--- src/rtl/seq_decoder_if.sv ---
// -----------------------------------------------------------------------------
// seq_decoder_if
// Bundle of control inputs and decoded outputs for seq_decoder.
//   en     : enable; low blanks D and freezes sequencing
//   mode   : 00 direct, 01 scan-up, 10 scan-down, 11 one-shot sweep
//   sel    : index used in direct mode
//   dwell  : step length minus one for scan/sweep
//   start  : sweep trigger (mode 11 only)
//   D      : registered one-hot output, zero when blanked
//   idx    : registered current index
//   busy   : high while a one-shot sweep runs
//   wrap   : one-cycle pulse on scan wrap or sweep completion
// master drives the controls, slave is the decoder.
// -----------------------------------------------------------------------------
interface seq_decoder_if #(
    parameter int SEL_W   = 3,
    parameter int DWELL_W = 4
);
    localparam int N = 1 << SEL_W;

    logic               en;
    logic [1:0]         mode;
    logic [SEL_W-1:0]   sel;
    logic [DWELL_W-1:0] dwell;
    logic               start;
    logic [N-1:0]       D;
    logic [SEL_W-1:0]   idx;
    logic               busy;
    logic               wrap;

    modport master (
        output en, mode, sel, dwell, start,
        input  D, idx, busy, wrap
    );

    modport slave (
        input  en, mode, sel, dwell, start,
        output D, idx, busy, wrap
    );
endinterface

--- src/rtl/seq_decoder.sv ---
// -----------------------------------------------------------------------------
// seq_decoder
// Registered one-hot decoder with direct addressing, up/down scanning with a
// programmable dwell, and a triggered single sweep.
//   clk   : rising-edge clock
//   rst_n : asynchronous active-low reset
//   bus   : seq_decoder_if.slave (en/mode/sel/dwell/start in, D/idx/busy/wrap out)
// All outputs come straight from flops.
// -----------------------------------------------------------------------------
module seq_decoder #(
    parameter int SEL_W   = 3,
    parameter int DWELL_W = 4
) (
    input  logic          clk,
    input  logic          rst_n,
    seq_decoder_if.slave  bus
);
    localparam int N = 1 << SEL_W;

    localparam logic [1:0] MODE_DIRECT = 2'b00;
    localparam logic [1:0] MODE_UP     = 2'b01;
    localparam logic [1:0] MODE_DOWN   = 2'b10;
    localparam logic [1:0] MODE_SWEEP  = 2'b11;

    localparam logic [0:0] ST_IDLE  = 1'b0;
    localparam logic [0:0] ST_SWEEP = 1'b1;

    localparam logic [SEL_W-1:0] IDX_MAX = {SEL_W{1'b1}};

    logic [N-1:0]       d_q,     d_d;
    logic [SEL_W-1:0]   idx_q,   idx_d;
    logic               busy_q,  busy_d;
    logic               wrap_q,  wrap_d;
    logic [DWELL_W-1:0] cnt_q,   cnt_d;
    logic [1:0]         mode_q,  mode_d;
    logic [0:0]         state_q, state_d;
    logic               step_s;

    function automatic logic [N-1:0] onehot(input logic [SEL_W-1:0] i);
        logic [N-1:0] r;
        r    = '0;
        r[i] = 1'b1;
        return r;
    endfunction

    // Next-state logic for index, output pattern, dwell counter and sweep FSM
    always_comb begin
        mode_d  = mode_q;
        state_d = state_q;
        idx_d   = idx_q;
        d_d     = d_q;
        cnt_d   = cnt_q;
        busy_d  = busy_q;
        wrap_d  = 1'b0;
        // Live dwell compare: a reduced dwell takes effect on the very next edge.
        step_s  = (cnt_q >= bus.dwell);

        if (!bus.en) begin
            d_d     = '0;
            busy_d  = 1'b0;
            cnt_d   = '0;
            state_d = ST_IDLE;
        end else if (bus.mode != mode_q) begin
            // First cycle of a new mode: settle, never advance.
            mode_d  = bus.mode;
            cnt_d   = '0;
            busy_d  = 1'b0;
            state_d = ST_IDLE;
            case (bus.mode)
                MODE_DIRECT: begin
                    idx_d = bus.sel;
                    d_d   = onehot(bus.sel);
                end
                MODE_UP, MODE_DOWN: begin
                    d_d = onehot(idx_q);
                end
                MODE_SWEEP: begin
                    d_d = '0;
                end
                default: begin
                    d_d = '0;
                end
            endcase
        end else begin
            case (mode_q)
                MODE_DIRECT: begin
                    idx_d   = bus.sel;
                    d_d     = onehot(bus.sel);
                    cnt_d   = '0;
                    busy_d  = 1'b0;
                    state_d = ST_IDLE;
                end
                MODE_UP: begin
                    busy_d = 1'b0;
                    if (step_s) begin
                        cnt_d  = '0;
                        idx_d  = idx_q + SEL_W'(1);
                        wrap_d = (idx_q == IDX_MAX);
                    end else begin
                        cnt_d = cnt_q + DWELL_W'(1);
                    end
                    d_d = onehot(idx_d);
                end
                MODE_DOWN: begin
                    busy_d = 1'b0;
                    if (step_s) begin
                        cnt_d  = '0;
                        idx_d  = idx_q - SEL_W'(1);
                        wrap_d = (idx_q == SEL_W'(0));
                    end else begin
                        cnt_d = cnt_q + DWELL_W'(1);
                    end
                    d_d = onehot(idx_d);
                end
                MODE_SWEEP: begin
                    case (state_q)
                        ST_IDLE: begin
                            d_d    = '0;
                            busy_d = 1'b0;
                            cnt_d  = '0;
                            if (bus.start) begin
                                idx_d   = SEL_W'(0);
                                d_d     = onehot(SEL_W'(0));
                                busy_d  = 1'b1;
                                state_d = ST_SWEEP;
                            end else begin
                                state_d = ST_IDLE;
                            end
                        end
                        ST_SWEEP: begin
                            if (step_s) begin
                                cnt_d = '0;
                                if (idx_q == IDX_MAX) begin
                                    // Last step done: blank, finish, idx stays at top.
                                    d_d     = '0;
                                    busy_d  = 1'b0;
                                    wrap_d  = 1'b1;
                                    state_d = ST_IDLE;
                                end else begin
                                    idx_d = idx_q + SEL_W'(1);
                                    d_d   = onehot(idx_q + SEL_W'(1));
                                end
                            end else begin
                                cnt_d = cnt_q + DWELL_W'(1);
                            end
                        end
                        default: begin
                            d_d     = '0;
                            busy_d  = 1'b0;
                            state_d = ST_IDLE;
                        end
                    endcase
                end
                default: begin
                    d_d     = '0;
                    busy_d  = 1'b0;
                    state_d = ST_IDLE;
                end
            endcase
        end
    end

    // State and output registers
    always_ff @(posedge clk or negedge rst_n) begin
        if (!rst_n) begin
            d_q     <= '0;
            idx_q   <= '0;
            busy_q  <= 1'b0;
            wrap_q  <= 1'b0;
            cnt_q   <= '0;
            mode_q  <= MODE_DIRECT;
            state_q <= ST_IDLE;
        end else begin
            d_q     <= d_d;
            idx_q   <= idx_d;
            busy_q  <= busy_d;
            wrap_q  <= wrap_d;
            cnt_q   <= cnt_d;
            mode_q  <= mode_d;
            state_q <= state_d;
        end
    end

    assign bus.D    = d_q;
    assign bus.idx  = idx_q;
    assign bus.busy = busy_q;
    assign bus.wrap = wrap_q;
endmodule

--- src/flat_wrapper.sv ---
// flat-port wrapper written by rule: the top's interface ports become plain ports
module seq_decoder_flat 
#(
    parameter int SEL_W   = 3,
    parameter int DWELL_W = 4
)
  (clk, rst_n, bus_en, bus_mode, bus_sel, bus_dwell, bus_start, bus_D, bus_idx, bus_busy, bus_wrap);
  seq_decoder_if #(.SEL_W(SEL_W), .DWELL_W(DWELL_W)) bus_i ();
  input  logic clk;
  input  logic rst_n;
  input wire logic [$bits(bus_i.en)-1:0] bus_en;
  input wire logic [$bits(bus_i.mode)-1:0] bus_mode;
  input wire logic [$bits(bus_i.sel)-1:0] bus_sel;
  input wire logic [$bits(bus_i.dwell)-1:0] bus_dwell;
  input wire logic [$bits(bus_i.start)-1:0] bus_start;
  output wire logic [$bits(bus_i.D)-1:0] bus_D;
  output wire logic [$bits(bus_i.idx)-1:0] bus_idx;
  output wire logic [$bits(bus_i.busy)-1:0] bus_busy;
  output wire logic [$bits(bus_i.wrap)-1:0] bus_wrap;
  assign bus_i.en = bus_en;
  assign bus_i.mode = bus_mode;
  assign bus_i.sel = bus_sel;
  assign bus_i.dwell = bus_dwell;
  assign bus_i.start = bus_start;
  assign bus_D = bus_i.D;
  assign bus_idx = bus_i.idx;
  assign bus_busy = bus_i.busy;
  assign bus_wrap = bus_i.wrap;
  seq_decoder #(.SEL_W(SEL_W), .DWELL_W(DWELL_W)) u_core (.clk(clk), .rst_n(rst_n), .bus(bus_i));
endmodule
--- config.mk ---
export PLATFORM = sky130hd
export DESIGN_NAME = seq_decoder_flat
export DESIGN_NICKNAME = d
export VERILOG_FILES = /design/src/rtl/seq_decoder_if.sv /design/src/rtl/seq_decoder.sv /design/src/flat_wrapper.sv
export SDC_FILE = /design/constraint.sdc
export NUM_CORES = 1
export LEC_CHECK = 0
export ABC_AREA = 1
export CORE_UTILIZATION = 25
export CTS_CLUSTER_DIAMETER = 60
export DETAILED_ROUTE_END_ITERATION = 8
export PLACE_DENSITY = 0.41
export RECOVER_POWER = 100
export SYNTH_ARGS = -nofsm -noshare
export SYNTH_HDL_FRONTEND = slang
export SYNTH_SLANG_ARGS = --single-unit
--- constraint.sdc ---
create_clock -name clk -period 2.4 [get_ports clk]
set_clock_uncertainty 0.15 [all_clocks]
set_input_delay 0.36 -clock clk [delete_from_list [all_inputs] [get_ports clk]]
set_output_delay 0.36 -clock clk [all_outputs]
set_load 0.01 [all_outputs]
# After elaboration in Yosys (flattened, before gate mapping)
# Index checks and enable logic that the tools add are counted.
# word_totals
reg_bits	20
elab_cells	110
input_bits	13
# op_classes
n_eq_ne	15
add_sub_neg	3
n_lt_le_gt_ge	11
bitwise_logic	1
n_mux	59
reduce_logical	14
# ops
cell	count
two-way mux 3 bit	13
two-way mux 8 bit	4
one-hot mux 8 bit (4 select lines)	1
one-hot mux 8 bit (3 select lines)	1
two-way mux 1 bit	22
less-than comparator 3 x 4 -> 1 bit (second input constant)	5
one-hot mux 8 bit (2 select lines)	1
demux 1 bit (select 3 bit)	5
>= comparator 3 x 1 -> 1 bit (second input constant)	5
two-way mux 4 bit	3
one-hot mux 3 bit (4 select lines)	1
one-hot mux 4 bit (3 select lines)	1
!= test 5 bit (second input constant)	2
== test 2 bit (second input constant)	4
!= test 4 bit (second input constant)	2
one-hot mux 1 bit (2 select lines)	4
one-hot mux 4 bit (2 select lines)	1
one-hot mux 3 bit (2 select lines)	1
logical AND 1 bit	5
AND reduction 5 bit	1
adder 4 x 1 -> 4 bit (second input constant)	1
== test 2 x 1 -> 1 bit (second input constant)	2
>= comparator 4 bit	1
zero test 2 bit	2
other kinds (13)	15

# Depth between registers and ports, before layout
# depth
ltp_word	12
mapped_depth	17
mapped_depth_nobuf	17

# Worst setup path after synthesis
# Ideal clock, no wire load.
# synth_path
path_type	reg-to-reg
startpoint	reg u_core.idx_q[0], in the netlist u_core.bus.idx[0]
endpoint	reg u_core.d_q[5], in the netlist u_core.bus.D[5]
path_stages_with_launch	13
period_less_slack_ps	1909
n_path_buf	0
t_arrival_ps	1642
required_time_ps	2134
setup_slack_ps	491
cell_sequence	dfrtp_1 inv_1 ha_1 inv_1 nand2_2 nand2_2 nor2_1 nand2_1 nand2_1 o21ai_1 nand2_1 nand2_1 nand2_1
# synth_between
elab_chain_len	12
# synth_lines
item	line	source
from (decl)	seq_decoder.sv:31	logic [SEL_W-1:0] idx_q, idx_d;
from (signal assigned)	seq_decoder.sv:175	idx_q <= idx_d;
subtractor 3 x 1 -> 3 bit or adder 3 x 1 -> 3 bit (tied branches)	seq_decoder.sv:108, seq_decoder.sv:97, seq_decoder.sv:141	
two-way mux 3 bit, on equally long branches	seq_decoder.sv:106, seq_decoder.sv:95	
two-way mux 3 bit	seq_decoder.sv:85	case (mode_q)
two-way mux 3 bit	seq_decoder.sv:63	end else if (bus.mode != mode_q) begin
two-way mux 3 bit	seq_decoder.sv:58	if (!bus.en) begin
less-than comparator 3 x 4 -> 1 bit (implied by the code) or >= comparator 3 x 1 -> 1 bit (tied branches)	seq_decoder.sv:42	r[i] = 1'b1;
logical AND 1 bit (implied by the code)	seq_decoder.sv:42	
two-way mux 1 bit (implied by the code)	seq_decoder.sv:42	
demux 1 bit (select 3 bit)	n/a	
one-hot mux 8 bit (4 select lines)	seq_decoder.sv:85	
two-way mux 8 bit *	seq_decoder.sv:63	
two-way mux 8 bit *	seq_decoder.sv:58	
to (signal assigned)	seq_decoder.sv:166	d_q <= '0;
to (signal assigned)	seq_decoder.sv:174	d_q <= d_d;
to (decl)	seq_decoder.sv:30	logic [N-1:0] d_q, d_d;
# Mark *: on every way between the ends. The rest lies on a longest branch, timed or not. The select of a mux whose other input is x is not followed.
# A chain may end at the register's enable or synchronous reset.

# Worst setup path after layout
# layout_path
startpoint	in bus_dwell[1]
endpoint	reg u_core.d_q[7], in the netlist u_core.bus.D[7]
# layout_between
elab_chain_len	12
# layout_lines
item	line	source
from (decl)	flat_wrapper.sv:14	input wire logic [$bits(bus_i.dwell)-1:0] bus_dwell;
>= comparator 4 bit *	seq_decoder.sv:56	step_s = (cnt_q >= bus.dwell);
two-way mux 3 bit, on equally long branches	seq_decoder.sv:106, seq_decoder.sv:95	
two-way mux 3 bit	seq_decoder.sv:85	
two-way mux 3 bit	seq_decoder.sv:63	
two-way mux 3 bit	seq_decoder.sv:58	
less-than comparator 3 x 4 -> 1 bit (implied by the code) or >= comparator 3 x 1 -> 1 bit (tied branches)	seq_decoder.sv:42	
logical AND 1 bit (implied by the code)	seq_decoder.sv:42	
two-way mux 1 bit (implied by the code)	seq_decoder.sv:42	
demux 1 bit (select 3 bit)	n/a	
one-hot mux 8 bit (4 select lines)	seq_decoder.sv:85	
two-way mux 8 bit	seq_decoder.sv:63	
two-way mux 8 bit	seq_decoder.sv:58	
# Marked as above.

==> reports/results.ini <==
[run_status]
outcome = complete, no violations

[setup_path]
critical_path.max_fanout = 8
reg2reg_slack_ps = 180
cp.arrival_ps = 2350
path_depth = 16
setup.worst_path.end_class = register
slowest_delay_ps = 470
slowest_stage = clkdlybuf4s50_1
cp_top_family = simple AND/OR/NAND/NOR gates
cp.buffers_inverters = 3
rr_startpoint = u_core.bus.idx[1]$_DFFE_PN0P_
crit_top_cell = nand2_1
rr_worst_depth = 12
startpoint = bus_dwell[1]
cp_cell_sequence = clkdlybuf4s50_1 -> inv_2 -> ha_4 -> nand2_1 -> inv_2 -> nand2_4 -> nand3_4 -> nand2_4 -> nand2_8 -> nor2_4 -> nand2_1 -> nand3_1 -> o21ai_1 -> nand2_1 -> nand2_1 -> nand2_1
path_class = input port to register
required_ps = 2460
setup.worst_path.end = u_core.bus.D[7]$_DFFE_PN0P_
startpoint_type = input port
r2r_end = u_core.bus.D[7]$_DFFE_PN0P_

[power]
peakVddDrop_mv = 0.252
power.density_nw_per_um2 = 627
total_power_mw = 1.69
internal_power_uw = 909
power.leakage_nw = 1.36
seq_power_share_pct = 25.0
pwr-share-comb_pct = 59.3
p_clk_share_pct = 15.7
switching_share_pct = 46.2
netSwitchingPower_uw = 780

[routing]
postRouteWirelength_um = 6420
drt-wirelength-per-cell_um = 14.4
avgViaCountPerCell = 4.81
drc_errors = 0
ant_nets = 0
first_pass_iters = 5
vias = 2140
drt_iter0_drc = 146

[final_layout]
n_antenna_cell = 0
post-route-util_pct = 36.4
num-fill-cells = 811
nets = 376
drive_gt1_share_pct = 20.2
syn2layout_area_growth_pct = 37.8

[sta]
max-slew-margin-rel_pct = 24.0
layout_min_cycle_time_ps = 2290
hold_violations = 0
fmax_mhz = 436
worst_pin_slew_ps = 1140
fin_crit_sh_pct = 95.5
final-max-slew-violation-count = 0
setup_viol_count_final = 0

[logic_synthesis]
synth_most_common_cell = nand2_1
synth-simple-area-share_pct = 41.5
syn-num-nets = 326
synth_area_leader_cell = dfrtp_1
synth_edf_count = 0
syn_avg_cell_area_um2 = 6.58
synth_cell_type_count = 31
synth_area_um2 = 1960
synth_compound_area_share_pct = 12.5
synth_top_family_by_area = simple AND/OR/NAND/NOR gates
ys.flop_type = dfrtp_1
async_flop_share_pct = 100
yosys.area_share.adder_pct = 10.2
yosys-top-cells-area = dfrtp_1, nand2_1, ha_1, nand3_1, inv_1
yosys.area.top_type_share_pct = 25.6
ys_top_cells_by_count = nand2_1, inv_1, nor2_1
synth_mux_area_share_pct = 0
yosys_register_bits = 20
ys_seq_area_share_pct = 25.6
ys_warn_count = 0
synth_xor_area_share_pct = 2.24
netlist_instances = 297

[floorplan]
dieHeight_um = 90.4
die_area_um2 = 8180
initial_core_util_pct = 26.4
core_area_um2 = 7410
rows = 31
io_pins = 26
die_w_um = 90.4

[global_route]
track_usage_pct = 16.2
grt_pass1_vias = 2144
use_met3_pct = 1.94
met1_usage_pct = 23.1
busiest_layer = met2
grt_pass1_wl_um = 10700
grt_overflow = 0
use_met2_pct = 25.1
grt_max_degree = 21
antenna_found_initial = 0

[clock_network]
post_cts_resized = 0
cts_tree = built
clk_pin_slew_ps = 80
root_buffer = clkbuf_8
clock_path_buffers = 2
ctsHoldBuffers = 0
post_cts_buffers = 0
clock-sinks = 20
numCtsBuffers = 3
cts_max_level = 1
insertion_delay_ps = 260

[job]
drv_cap = 0

[placed_design]
gp_congestion = 0.842
port_buffers = 25
dpl.hpwl_um = 5020

[min_path]
min_path_type = register to register

==> power groups by stage <==
stage	Sequential, mW	Combinational [mW]	Clock (mW)
finish	0.422	1.00	0.265
global route	0.427	1.10	0.288
CTS	0.421	0.928	0.278
detailed placement	0.427	0.921	0
global placement	0.430	0.948	0
floorplan	0.444	0.500	0
==> per-layer routing <==
metal / routed length, um / vias to the layer above
met3: 214 / 10
met5: 0 / -
met1: 3150 / 999
li1: - / 1075
met4: 117 / 0
met2: 2940 / 56
==> placed cells by master (no fill, tap or decap), types with 3 or more instances in the layout <==
| master | instances |
|---|---|
| a21oi_1 | 10 |
| buf_4 | 19 |
| clkbuf_8 | 4 |
| clkdlybuf4s50_1 | 10 |
| dfrtp_1 | 20 |
| dlygate4sd3_1 | 14 |
| ha_1 | 14 |
| inv_1 | 31 |
| inv_2 | 7 |
| nand2_1 | 78 |
| nand2_2 | 8 |
| nand2_4 | 11 |
| nand3_1 | 24 |
| nand3_2 | 5 |
| nand4_1 | 8 |
| nor2_1 | 28 |
| nor2_4 | 4 |
| nor3_1 | 5 |
| o21ai_0 | 16 |
| o221a_2 | 3 |
| o22ai_1 | 3 |
| xnor2_1 | 3 |
==> sequential cells by signal, summed over array words and instances (netlist names) <==
signal / cells
u_core.state_q: 1
u_core.bus.idx: 3
u_core.bus.busy: 1
u_core.bus.D: 8
u_core.cnt_q: 4
u_core.mode_q: 2
u_core.bus.wrap: 1
==> worst min-delay path by stage <==
| stage | from | to | slack (ps) | cells after the start |
|---|---|---|---|---|
| 2_1_floorplan | rst_n | u_core.bus.D[0]$_DFFE_PN0P_ | -90 | 0 |
| 3_3_place_gp | u_core.bus.D[2]$_DFFE_PN0P_ | u_core.bus.D[2]$_DFFE_PN0P_ | 310 | 2 |
| 3_5_place_dp | u_core.bus.D[5]$_DFFE_PN0P_ | u_core.bus.D[5]$_DFFE_PN0P_ | 320 | 2 |
| 4_1_cts | rst_n | u_core.bus.D[5]$_DFFE_PN0P_ | 300 | 2 |
| 5_1_grt | u_core.bus.D[2]$_DFFE_PN0P_ | u_core.bus.D[2]$_DFFE_PN0P_ | 360 | 2 |
| 6_report | u_core.bus.D[5]$_DFFE_PN0P_ | u_core.bus.D[5]$_DFFE_PN0P_ | 330 | 2 |
==> cell type report <==
class                           count  area, um^2  area share, %
Timing Repair Buffer               48         443           16.4
Sequential cell                    20         500           18.6
Tap cell                           99         124           4.60
Inverter                           38         143           5.29
Clock buffer                        4        55.1           2.04
Multi-Input combinational cell    236        1430           53.1
==> logic make-up (layout without fill, tap and decap cells) <==
| logic type | count (synthesis) | count (layout) |
|---|---|---|
| buffers and inverters | 41 | 90 |
| adder cells (fa/ha/maj) | 16 | 16 |
| AND/OR/NAND/NOR | 175 | 175 |
| AO/OA/AOI/OAI | 40 | 40 |
| XOR/XNOR | 5 | 5 |
| flip-flops | 20 | 20 |
==> worst register-to-register path, cell delays in order (launching register included) <==
cell	delay, ps
dfrtp_1	500
inv_1	200
ha_1	380
inv_1	190
nand2_4	80
nand2_2	120
nor2_1	60
nand2_1	60
nand3_1	60
o21ai_1	70
nand2_1	60
nand2_1	120
nand2_1	60
==> metrics by stage <==
step / setup slack (ps) / setup TNS (ps) / cells / instance area (um^2) / hold WS [ps]
floorplan: 491 / 0 / 297 / 1960 / -85.6
global placement: -233 / -1790 / 441 / 2510 / 315
detailed placement: -193 / -1680 / 441 / 2510 / 320
CTS: 91.2 / 0 / 445 / 2570 / 298
global route: -14.0 / -53.3 / 445 / 2700 / 356
finish: 108 / 0 / 445 / 2700 / 331
(Power assumes the default switching activity.)
